===== config.mk =====
export PLATFORM = sky130hd
export DESIGN_NAME = v_inst_queue
export DESIGN_NICKNAME = d
export VERILOG_FILES = /design/src/rtl/v_inst_queue_pkg.sv /design/src/rtl/v_sync_fifo.sv /design/src/rtl/v_inst_queue.sv
export SDC_FILE = /design/constraint.sdc
export NUM_CORES = 1
export LEC_CHECK = 0
export CORE_MARGIN = 2
export CORE_UTILIZATION = 51
export CTS_CLUSTER_DIAMETER = 40
export DETAILED_ROUTE_END_ITERATION = 6
export GPL_TIMING_DRIVEN = 0
export PLACE_DENSITY = 0.77
export SLEW_MARGIN = 20
export SYNTH_ARGS = -nofsm -noshare
export SYNTH_HDL_FRONTEND = slang
export SYNTH_HIERARCHICAL = 1
export SYNTH_SLANG_ARGS = --single-unit

===== constraint.sdc =====
create_clock -name clk -period 3.9 [get_ports clk]
set_input_delay 0.39 -clock clk [delete_from_list [all_inputs] [get_ports clk]]
set_output_delay 0.39 -clock clk [all_outputs]
set_load 0.02 [all_outputs]

===== src/rtl/v_inst_queue_pkg.sv =====
// Shared defaults and sizing helper for the vector instruction queue.
package v_inst_queue_pkg;

  localparam int VQ_DEPTH  = 4;
  localparam int VQ_INST_W = 32;
  localparam int VQ_XLEN   = 64;

  function automatic int vq_cnt_w(input int depth);
    return $clog2(depth) + 1;
  endfunction

endpackage


===== src/rtl/v_sync_fifo.sv =====
// Synchronous circular-buffer FIFO with first-word-fall-through head and occupancy count.
module v_sync_fifo #(
  parameter  int WIDTH = 8,
  parameter  int DEPTH = 4,
  localparam int PTR_W = $clog2(DEPTH),
  localparam int CNT_W = PTR_W + 1
) (
  input  logic             clk,
  input  logic             rst,
  input  logic             push,
  input  logic [WIDTH-1:0] push_data,
  input  logic             pop,
  output logic [WIDTH-1:0] pop_data,
  output logic [CNT_W-1:0] count,
  output logic             empty
);

  logic [WIDTH-1:0] mem_q [DEPTH];
  logic [PTR_W-1:0] wr_ptr_q, wr_ptr_d;
  logic [PTR_W-1:0] rd_ptr_q, rd_ptr_d;
  logic [CNT_W-1:0] count_q, count_d;
  logic             do_push_s, do_pop_s;

  assign empty     = (count_q == {CNT_W{1'b0}});
  assign do_push_s = push && (count_q != CNT_W'(DEPTH));
  assign do_pop_s  = pop && !empty;
  assign pop_data  = mem_q[rd_ptr_q];
  assign count     = count_q;

  // Pointers wrap naturally because DEPTH is a power of two.
  always_comb begin
    wr_ptr_d = wr_ptr_q;
    rd_ptr_d = rd_ptr_q;
    count_d  = count_q + CNT_W'(do_push_s) - CNT_W'(do_pop_s);
    if (do_push_s) begin
      wr_ptr_d = wr_ptr_q + PTR_W'(1);
    end else begin
      wr_ptr_d = wr_ptr_q;
    end
    if (do_pop_s) begin
      rd_ptr_d = rd_ptr_q + PTR_W'(1);
    end else begin
      rd_ptr_d = rd_ptr_q;
    end
  end

  always_ff @(posedge clk) begin
    if (rst) begin
      wr_ptr_q <= {PTR_W{1'b0}};
      rd_ptr_q <= {PTR_W{1'b0}};
      count_q  <= {CNT_W{1'b0}};
    end else begin
      wr_ptr_q <= wr_ptr_d;
      rd_ptr_q <= rd_ptr_d;
      count_q  <= count_d;
    end
  end

  // Storage needs no reset; occupancy alone defines which entries are live.
  always_ff @(posedge clk) begin
    if (do_push_s) begin
      mem_q[wr_ptr_q] <= push_data;
    end
  end

endmodule


===== src/rtl/v_inst_queue.sv =====
// Vector instruction queue: FIFO plus a one-entry issue stage that feeds the vector core
// and answers its rs1 reads from the value captured at dispatch.
module v_inst_queue
  import v_inst_queue_pkg::*;
#(
  parameter  int DEPTH  = VQ_DEPTH,
  parameter  int INST_W = VQ_INST_W,
  parameter  int XLEN   = VQ_XLEN,
  localparam int CNT_W  = vq_cnt_w(DEPTH)
) (
  input  logic              clk,
  input  logic              rst,
  input  logic              s_valid,
  output logic              s_ready,
  input  logic [INST_W-1:0] s_inst,
  input  logic [XLEN-1:0]   s_rs1_data,
  input  logic              v_ready,
  output logic [INST_W-1:0] v_inst,
  input  logic              vec_rs1_r_ena,
  input  logic [4:0]        vec_rs1_r_addr,
  output logic [XLEN-1:0]   vec_rs1_data,
  output logic [CNT_W-1:0]  vq_count,
  output logic              vq_idle
);

  localparam int ENT_W = INST_W + XLEN;

  logic              push_s, consume_s, iss_free_s, bypass_s;
  logic              fifo_push_s, fifo_pop_s, fifo_empty_s;
  logic [ENT_W-1:0]  head_s;
  logic [CNT_W-1:0]  fifo_cnt_s, count_s;
  logic              iss_valid_q, iss_valid_d;
  logic [INST_W-1:0] iss_inst_q, iss_inst_d;
  logic [XLEN-1:0]   iss_rs1_q, iss_rs1_d;
  logic              unused_rs1_req_s;

  // The rs1 return path always answers for the issued instruction; the request is informational.
  assign unused_rs1_req_s = ^{vec_rs1_r_ena, vec_rs1_r_addr};

  // Occupancy counts the issue stage, so s_ready depends on flops only.
  assign count_s  = fifo_cnt_s + CNT_W'(iss_valid_q);
  assign s_ready  = (count_s < CNT_W'(DEPTH));
  assign vq_count = count_s;
  assign vq_idle  = (count_s == {CNT_W{1'b0}});

  assign push_s      = s_valid && s_ready;
  assign consume_s   = iss_valid_q && v_ready;
  assign iss_free_s  = !iss_valid_q || v_ready;
  assign fifo_pop_s  = iss_free_s && !fifo_empty_s;
  assign bypass_s    = iss_free_s && fifo_empty_s && push_s;
  assign fifo_push_s = push_s && !bypass_s;

  v_sync_fifo #(
    .WIDTH (ENT_W),
    .DEPTH (DEPTH)
  ) u_fifo (
    .clk       (clk),
    .rst       (rst),
    .push      (fifo_push_s),
    .push_data ({s_inst, s_rs1_data}),
    .pop       (fifo_pop_s),
    .pop_data  (head_s),
    .count     (fifo_cnt_s),
    .empty     (fifo_empty_s)
  );

  // A push into an empty queue loads the issue stage directly, giving one-cycle latency.
  always_comb begin
    iss_valid_d = iss_valid_q;
    iss_inst_d  = iss_inst_q;
    iss_rs1_d   = iss_rs1_q;
    if (fifo_pop_s) begin
      iss_valid_d             = 1'b1;
      {iss_inst_d, iss_rs1_d} = head_s;
    end else if (bypass_s) begin
      iss_valid_d = 1'b1;
      iss_inst_d  = s_inst;
      iss_rs1_d   = s_rs1_data;
    end else if (consume_s) begin
      iss_valid_d = 1'b0;
    end else begin
      iss_valid_d = iss_valid_q;
    end
  end

  always_ff @(posedge clk) begin
    if (rst) begin
      iss_valid_q <= 1'b0;
      iss_inst_q  <= {INST_W{1'b0}};
      iss_rs1_q   <= {XLEN{1'b0}};
    end else begin
      iss_valid_q <= iss_valid_d;
      iss_inst_q  <= iss_inst_d;
      iss_rs1_q   <= iss_rs1_d;
    end
  end

  // The vector core decodes every cycle, so anything not being issued reads as a NOP.
  assign v_inst       = (iss_valid_q && v_ready) ? iss_inst_q : {INST_W{1'b0}};
  assign vec_rs1_data = iss_valid_q ? iss_rs1_q : {XLEN{1'b0}};

endmodule


==> results of run 1 <==
power groups by stage:
stage / combinational, mW / clock, mW / sequential [mW]
6_report: 5.45 / 5.74 / 7.06
4_1_cts: 5.53 / 5.82 / 7.06
3_3_place_gp: 5.32 / 0 / 7.15
3_5_place_dp: 5.48 / 0 / 7.16
2_1_floorplan: 3.85 / 0 / 7.01
5_1_grt: 5.86 / 6.03 / 7.15
worst max-delay path, stage by stage, from the launching register on:
cell                              delay (ns)
sky130_fd_sc_hd__dfxtp_1                0.75
sky130_fd_sc_hd__clkbuf_1               0.66
sky130_fd_sc_hd__clkbuf_1               0.39
sky130_fd_sc_hd__and2_1                 0.24
sky130_fd_sc_hd__clkdlybuf4s50_1        0.63
worst paths after layout:
path         depth (start not counted)  slack [ns]                from               end
max                                  4        0.22         iss_valid_q  vec_rs1_data[51]
min                                  2        0.13                 rst   u_fifo/count[1]
max reg2reg                         16        0.30         iss_valid_q   u_fifo/count[2]
min reg2reg                          2        0.51  u_fifo/rd_ptr_q[1]          register
flip-flops by register name, indices dropped and copies added (netlist names), named ones only:
register         flops
iss_inst_q          32
u_fifo/wr_ptr_q      2
iss_valid_q          1
u_fifo/count         3
u_fifo/mem_q       384
u_fifo/rd_ptr_q      2
iss_rs1_q           64
layer usage:
| layer | vias to the layer above | wire length [um] | global-route usage |
|---|---|---|---|
| li1 | 4987 | - | - |
| met1 | 5714 | 18300 | 0.293 |
| met2 | 369 | 22300 | 0.376 |
| met3 | 78 | 2950 | 0.0459 |
| met4 | 4 | 1160 | 0.0677 |
| met5 | - | 20 | 0 |
kinds of logic (layout without fill, tap and decap cells):
kind of cell,after synthesis,in the layout
other,0,1
XOR/XNOR,3,3
AO/OA/AOI/OAI,200,200
flip-flops,490,490
multiplexers,194,194
AND/OR/NAND/NOR,120,120
adder cells (fa/ha/maj),9,9
buffers and inverters,97,416
what timing repair did:
action	CTS	global route
buffers inserted	0	0
resized for setup	0	1
hold endpoints to repair	0	0
endpoints found under the setup margin	0	1
Yosys cell counts (2+ instances only):
library cell               count  area [sq um]
sky130_fd_sc_hd__clkbuf_1     40           150
sky130_fd_sc_hd__mux2i_1      97           971
sky130_fd_sc_hd__nor2_1        8          30.0
sky130_fd_sc_hd__dfxtp_1     106          2120
sky130_fd_sc_hd__mux4_2       96          2160
sky130_fd_sc_hd__buf_4         6          45.0
sky130_fd_sc_hd__xor2_1        2          17.5
sky130_fd_sc_hd__buf_2        32           160
sky130_fd_sc_hd__edfxtp_1    384         11500
sky130_fd_sc_hd__and2_1       69           432
sky130_fd_sc_hd__inv_1         7          26.3
sky130_fd_sc_hd__buf_8         4          60.1
sky130_fd_sc_hd__nor3_1        3          15.0
sky130_fd_sc_hd__a211oi_2     40           500
sky130_fd_sc_hd__nor2b_1       2          12.5
sky130_fd_sc_hd__a21oi_1      98           490
sky130_fd_sc_hd__nand2b_1      3          18.8
sky130_fd_sc_hd__buf_6         5          56.3
sky130_fd_sc_hd__a211oi_1     56           420
sky130_fd_sc_hd__and3_1       32           200
sky130_fd_sc_hd__ha_1          8           100
area by class of cell:
type                            count  share of cell area
Clock inverter                     42              0.0213
Inverter                            8             0.00122
Tap cell                          511              0.0260
Buffer                             88              0.0200
Timing Repair Buffer              207              0.0879
Multi-Input combinational cell    526               0.224
Antenna cell                        1            0.000102
Clock buffer                       71              0.0637
Sequential cell                   490               0.556
stage by stage:
| stage | hold WS, ns | setup slack, ns |
|---|---|---|
| 6_report | 0.134 | 0.215 |
| 4_1_cts | 0.110 | 0.107 |
| 3_3_place_gp | 0.489 | -1.21 |
| 2_1_floorplan | 0.459 | 0.507 |
| 3_5_place_dp | 0.507 | -0.181 |
| 5_1_grt | 0.157 | 0.0948 |
==> flow_summary.rst, run 1 <==
.. list-table::
   :header-rows: 1

   * - Metric
     - Value
   * - Outcome
     - finished, final reports clean
   * - Synth Area in Adders
     - 0.00611
   * - Combinational family with the most area after synthesis
     - multiplexers
   * - Maximum number of pins on one net before global-route repair
     - 44
   * - Root buf cell
     - sky130_fd_sc_hd__clkbuf_16
   * - Number of filler cells placed in the layout
     - 2671
   * - Clock network power share
     - 0.314
   * - Area post-placement
     - 22500 sq um
   * - Wirelength per Cell
     - 23.0 um
   * - Distinct cell type count after synthesis
     - 36
   * - Floorplan die width
     - 200 um
   * - Chip height
     - 200 um
   * - Number of top-level pins
     - 207
   * - Most frequent cells in the layout
     - sky130_fd_sc_hd__edfxtp_1 (384), sky130_fd_sc_hd__clkdlybuf4s50_1 (199), sky130_fd_sc_hd__dfxtp_1 (106)
   * - Share of cell area taken by muxes after synthesis
     - 0.160
   * - Remaining max-slew budget at the tightest pin
     - 0.459
   * - Net count of the finished layout
     - 1496
   * - Remaining antenna violation count
     - 0
   * - Hold buffers post-CTS
     - 0
   * - Area fraction in and, or, nand and nor cells after synthesis
     - 0.0369
   * - Wire length of the first global-routing pass
     - 68.3 mm
   * - HPWL after DPL
     - 28.0 mm
   * - Core area
     - 37800 sq um
   * - Sort of element at the start of the critical path
     - register
   * - Async SR Flop Fraction
     - 0
   * - Register clock-pin slew on the reported worst setup and hold paths
     - 0.06 ns
   * - Worst Path Required
     - 3.51 ns
   * - DRT Pass-1 Iters
     - 5
   * - Starting DRT DRC Count
     - 826
   * - VDD IR-drop max
     - 0.497 mV
   * - Clk_lat worst skew
     - 0.61 ns
   * - Gp weighted congestion
     - 0.764
   * - Number of clock sinks
     - 490
   * - Critical path start-end classification
     - reg -> out
   * - Measured slew at the worst slew-check pin
     - 0.812 ns
   * - Sum of routed wire length over all layers
     - 44.7 mm
   * - Primary FF master, synth
     - sky130_fd_sc_hd__edfxtp_1
   * - Class of the tightest hold or removal check
     - in -> reg
   * - Total power of the final layout
     - 18.2 mW
   * - Compound-Gate Fraction of Synth Area
     - 0.0740
   * - Sequential cell area
     - 13700 sq um
   * - Post-Route Skew
     - 0.0313 ns
   * - Sequential area share after synthesis
     - 0.695
   * - Area taken by multi-input logic gates
     - 5490 sq um
   * - Remaining global-route overflow
     - 0
   * - Area delta synth->final
     - 24.9%
   * - RSZ-0062 raised after global routing
     - false
   * - Ratio of total power to cell area
     - 743 nW/um^2
   * - Critical Path Fanout Max
     - 10
   * - Sequential power share
     - 0.387
   * - Arrival time reported for the critical path endpoint
     - 3.29 ns
   * - Syn avg cell area
     - 17.7 sq um
   * - Number of antenna violations at the first check in global routing
     - 2
   * - Starting Density
     - 0.519
   * - Number of enable-type register cells in the synthesized netlist
     - 384
   * - Net switching share of the total power
     - 0.303
   * - Vias
     - 11200
   * - Max-slew violations
     - 0
   * - Number of warnings issued by yosys
     - 6
   * - Final Instance Count excl. Fillers
     - 1944
   * - Time the worst path needs with I/O delays and setup
     - 3.68 ns
   * - Die ar.
     - 40100 sq um
   * - FF+latch count, synth
     - 490
   * - Area of all placed cells without fillers
     - 24600 sq um
   * - Max Cap Violations
     - 0
   * - Total global routing track utilization
     - 0.223
   * - Worst Setup End Kind
     - primary output
   * - TritonCTS clock tree
     - built
   * - Layout Utilization
     - 0.649
   * - Vias per std cell
     - 5.74
   * - Count of mapped cells out of synthesis
     - 1113
   * - Post-synthesis instance area
     - 19700 sq um
   * - Core Rows
     - 71
   * - Share of the synthesized netlist area taken by xor and xnor gates
     - 0.00172
   * - Final-layout setup total negative slack
     - 0 ns
   * - Via count of the first global-routing pass
     - 11800
   * - Setup-violating endpoint count in the final report
     - 0
   * - Residual DRC
     - 0
   * - Syn Nets
     - 1228
   * - Fraction of final layout cells sized beyond drive strength 1
     - 0.212
   * - Number of buffers inserted by port buffering
     - 199
   * - Hold violation count in the final report
     - 0
   * - Buffer levels on the longest clock path
     - 3
   * - Design internal power
     - 12.7 mW
   * - Leakage component of the power
     - 8.47 nW
   * - Ratio of final minimum period to clock period
     - 0.945
   * - CTS buffer count
     - 60
   * - H-tree depth reported by CTS
     - 2
   * - Fmax
     - 0.271 GHz
   * - Sw Pwr
     - 5.54 mW
   * - Most common cell after layout, fill and taps aside
     - sky130_fd_sc_hd__edfxtp_1
   * - Combinational power share
     - 0.298
   * - Placed Cells incl. Taps
     - 1831
No activity file was read; power rests on OpenSTA's default activity.
==> run 2: changes to the inputs <==
- clock period: 3.9 -> 3.1 ns (I/O delays scaled with it)
==> run 2 against run 1 <==
Non-clock buffer count increased by 4. Clock-buffer cell count grew 1. Sequential share of layout area is 0.13 points lower. Cell count grew 0.41%. Power increased by 25%. Flip-flop and latch count unchanged. Register-to-register slack got worse by 0.21 ns. Sequential power up 26%. First-iteration DRC count shrank 3.1%. Cell area is 0.28% higher. Critical path depth up 12. Critical path type is now reg -> reg.
==> flow_summary.rst, run 2 (synthesis gave the netlist of run 1 again) <==
.. list-table::
   :header-rows: 1

   * - Metric
     - Value
   * - Remaining global-route overflow
     - 0 (unchanged)
   * - TritonCTS clock tree
     - built (unchanged)
   * - Buffer levels on the longest clock path
     - 3 (unchanged)
   * - Critical path start-end classification
     - reg -> reg (was reg -> out)
   * - Starting Density
     - 0.519 (unchanged)
   * - Critical Path Fanout Max
     - 6 (was 10)
   * - Die ar.
     - 40100 sq um (unchanged)
   * - RSZ-0062 raised after global routing
     - true (was false)
   * - Register ranked first by flip-flop count
     - u_fifo/mem_q (unchanged)
   * - Final-layout setup total negative slack
     - 0 ns (unchanged)
   * - Leakage component of the power
     - 8.49 nW (was 8.47 nW)
   * - Net count of the finished layout
     - 1502 (was 1496)
   * - Total power of the final layout
     - 22.8 mW (was 18.2 mW)
   * - Layout Utilization
     - 0.651 (was 0.649)
   * - Max Cap Violations
     - 0 (unchanged)
   * - Gp weighted congestion
     - 0.787 (was 0.764)
   * - Core area
     - 37800 sq um (unchanged)
   * - Maximum number of pins on one net before global-route repair
     - 44 (unchanged)
   * - Number of top-level pins
     - 207 (unchanged)
   * - Fraction of final layout cells sized beyond drive strength 1
     - 0.224 (was 0.212)
   * - Ratio of final minimum period to clock period
     - 0.970
   * - Delay of the slowest critical-path stage
     - 0.37 ns (was 0.75 ns)
   * - Wire length of the first global-routing pass
     - 68.2 mm (was 68.3 mm)
   * - Worst Path Required
     - 3.55 ns (was 3.51 ns)
   * - Core Rows
     - 71 (unchanged)
   * - Buf/Inv on CP
     - 4 (was 3)
   * - Largest registers ranked by flip-flop count
     - u_fifo/mem_q: 384 flops, iss_rs1_q: 64 flops, iss_inst_q: 32 flops (unchanged)
   * - Remaining antenna violation count
     - 0 (unchanged)
   * - Post-Route Skew
     - 0.0216 ns (was 0.0313 ns)
   * - Vias
     - 11100 (was 11200)
   * - Chip height
     - 200 um (unchanged)
   * - Class of the tightest hold or removal check
     - in -> reg (unchanged)
   * - Crit-path cells
     - ha_1 > ha_2 > xor2_4 > inv_2 > nand2_2 > a21oi_2 > a21boi_4 > inv_1 > ha_1 > inv_1 > ha_1 > inv_1 > fa_2 > xor2_1 > and2_1 > nor3_2 (was clkbuf_1 > clkbuf_1 > and2_1 > clkdlybuf4s50_1)
   * - Number of buffers inserted by port buffering
     - 199 (unchanged)
   * - Wirelength per Cell
     - 23.0 um (about the same)
   * - H-tree depth reported by CTS
     - 2 (unchanged)
   * - Number of antenna violations at the first check in global routing
     - 3 (was 2)
   * - Residual DRC
     - 0 (unchanged)
   * - Worst Setup End Kind
     - register (was primary output)
   * - Flip-flop count of the largest register after layout
     - 384 (unchanged)
   * - Hold violation count in the final report
     - 0 (unchanged)
   * - Area delta synth->final
     - 25.3% (was 24.9%)
   * - CTS buffer count
     - 60 (unchanged)
   * - Total global routing track utilization
     - 0.222 (was 0.223)
   * - Most common cell after layout, fill and taps aside
     - sky130_fd_sc_hd__edfxtp_1 (unchanged)
   * - Register clock-pin slew on the reported worst setup and hold paths
     - 0.06 ns (about the same)
   * - DRT Pass-1 Iters
     - 7 (was 5)
   * - Arrival time reported for the critical path endpoint
     - 3.45 ns (was 3.29 ns)
   * - Most frequent cells in the layout
     - sky130_fd_sc_hd__edfxtp_1 (384), sky130_fd_sc_hd__clkdlybuf4s50_1 (199), sky130_fd_sc_hd__dfxtp_1 (104) (was sky130_fd_sc_hd__edfxtp_1 (384), sky130_fd_sc_hd__clkdlybuf4s50_1 (199), sky130_fd_sc_hd__dfxtp_1 (106))
   * - Hold buffers post-CTS
     - 0 (unchanged)
   * - Outcome
     - finished, final reports clean (unchanged)
   * - Floorplan die width
     - 200 um (unchanged)
   * - Starting DRT DRC Count
     - 800 (was 826)
   * - Ratio of total power to cell area
     - 924 nW/um^2 (was 743 nW/um^2)
   * - Clk_lat worst skew
     - 0.59 ns (was 0.61 ns)
   * - Max-slew violations
     - 0 (unchanged)
   * - Number of clock sinks
     - 490 (unchanged)
   * - Setup-violating endpoint count in the final report
     - 0 (unchanged)
   * - Measured slew at the worst slew-check pin
     - 0.822 ns (was 0.812 ns)
   * - CP max stage cell
     - sky130_fd_sc_hd__dfxtp_4 (was sky130_fd_sc_hd__dfxtp_1)
   * - Fmax
     - 0.333 GHz
   * - Sort of element at the start of the critical path
     - register (unchanged)
   * - Remaining max-slew budget at the tightest pin
     - 0.452 (was 0.459)
   * - Number of filler cells placed in the layout
     - 2677 (was 2671)
   * - Post-route worst hold slack
     - 0.119 ns (was 0.134 ns)
   * - Via count of the first global-routing pass
     - 11600 (was 11800)
   * - Root buf cell
     - sky130_fd_sc_hd__clkbuf_16 (unchanged)
   * - Category of cells accounting for the largest share of critical-path delay
     - adder cells (was buffers and inverters)
   * - HPWL after DPL
     - 27.9 mm (was 28.0 mm)
   * - VDD IR-drop max
     - 0.581 mV (was 0.497 mV)
   * - Sum of routed wire length over all layers
     - 44.8 mm (was 44.7 mm)
   * - Time the worst path needs with I/O delays and setup
     - 3.01 ns
   * - Vias per std cell
     - 5.71 (was 5.74)
==> run 2: cell types whose count changed in the layout (fill, tap and decap cells not counted), moves of 3 or more <==
cell	previous run	this run
sky130_fd_sc_hd__clkbuf_1	49	42
sky130_fd_sc_hd__bufinv_16	9	4
sky130_fd_sc_hd__clkbuf_8	0	5
sky130_fd_sc_hd__buf_12	8	4
sky130_fd_sc_hd__buf_16	1	5
sky130_fd_sc_hd__buf_4	6	10
sky130_fd_sc_hd__inv_6	8	12
sky130_fd_sc_hd__clkinv_2	9	6
sky130_fd_sc_hd__clkinvlp_4	6	9
sky130_fd_sc_hd__diode_2	1	4
==> run 2: metrics by stage <==
step                      instances  instance area, sq um  setup WS [ns]
after floorplan                1113                 19700         -0.172
after global placement         1823                 22300          -1.91
after detailed placement       1831                 22500         -0.822
after CTS                      1945                 24600        -0.0407
after global routing           1951                 24600        -0.0298
final                          1952                 24600         0.0934
==> run 2: worst paths after layout <==
kind / start / to / slack, ns / cells past startpoint
worst max-delay path: iss_valid_q / u_fifo/count[2] / 0.09 / 16
worst min-delay path: rst / u_fifo/count[1] / 0.12 / 2
worst max register to register: iss_valid_q / u_fifo/count[2] / 0.09 / 16
worst min register to register: iss_rs1_q[61] / iss_rs1_q[61] / 0.52 / 2
==> run 2: layout make-up <==
| class | count | area, sq um | area share |
|---|---|---|---|
| sequential | 490 | 13700 | 0.555 |
| multi-input combinational | 528 | 5540 | 0.225 |
| timing repair buffer | 212 | 2230 | 0.0905 |
| clock buffer | 72 | 1620 | 0.0657 |
| tap | 511 | 639 | 0.0260 |
| buffer | 87 | 494 | 0.0201 |
| clock inverter | 40 | 402 | 0.0163 |
| inverter | 8 | 30.0 | 0.00122 |
| antenna | 4 | 10.0 | 0.000407 |
==> run 2: repair_timing <==
action                                  in CTS  in global routing
setup buffers                                1                  4
pin swaps                                    2                  0
gates resized for setup                      5                  9
gates cloned                                 2                  0
endpoints found under the setup margin     358                  1
==> run 2: power by group <==
part / internal (mW) / switching [mW]
clock: 4.12 / 2.79
combinational: 3.27 / 3.70
sequential: 8.37 / 0.493
==> run 2: worst register-to-register path: stages, from the launching register on <==
cell and delay [ns]:
sky130_fd_sc_hd__dfxtp_4 0.37, sky130_fd_sc_hd__ha_1 0.19, sky130_fd_sc_hd__ha_2 0.20, sky130_fd_sc_hd__xor2_4 0.21, sky130_fd_sc_hd__inv_2 0.10, sky130_fd_sc_hd__nand2_2 0.09, sky130_fd_sc_hd__a21oi_2 0.16, sky130_fd_sc_hd__a21boi_4 0.20
sky130_fd_sc_hd__inv_1 0.05, sky130_fd_sc_hd__ha_1 0.28, sky130_fd_sc_hd__inv_1 0.05, sky130_fd_sc_hd__ha_1 0.12, sky130_fd_sc_hd__inv_1 0.05, sky130_fd_sc_hd__fa_2 0.36, sky130_fd_sc_hd__xor2_1 0.20, sky130_fd_sc_hd__and2_1 0.19
sky130_fd_sc_hd__nor3_2 0.05
==> run 2: metal layers <==
layer | routed length [um] | share of wire | global-route usage
met2 | 22200 | 0.50 | 0.363
met5 | 0 | 0 | 0
met3 | 3040 | 0.068 | 0.0443
met4 | 880 | 0.020 | 0.0725
met1 | 18700 | 0.42 | 0.303
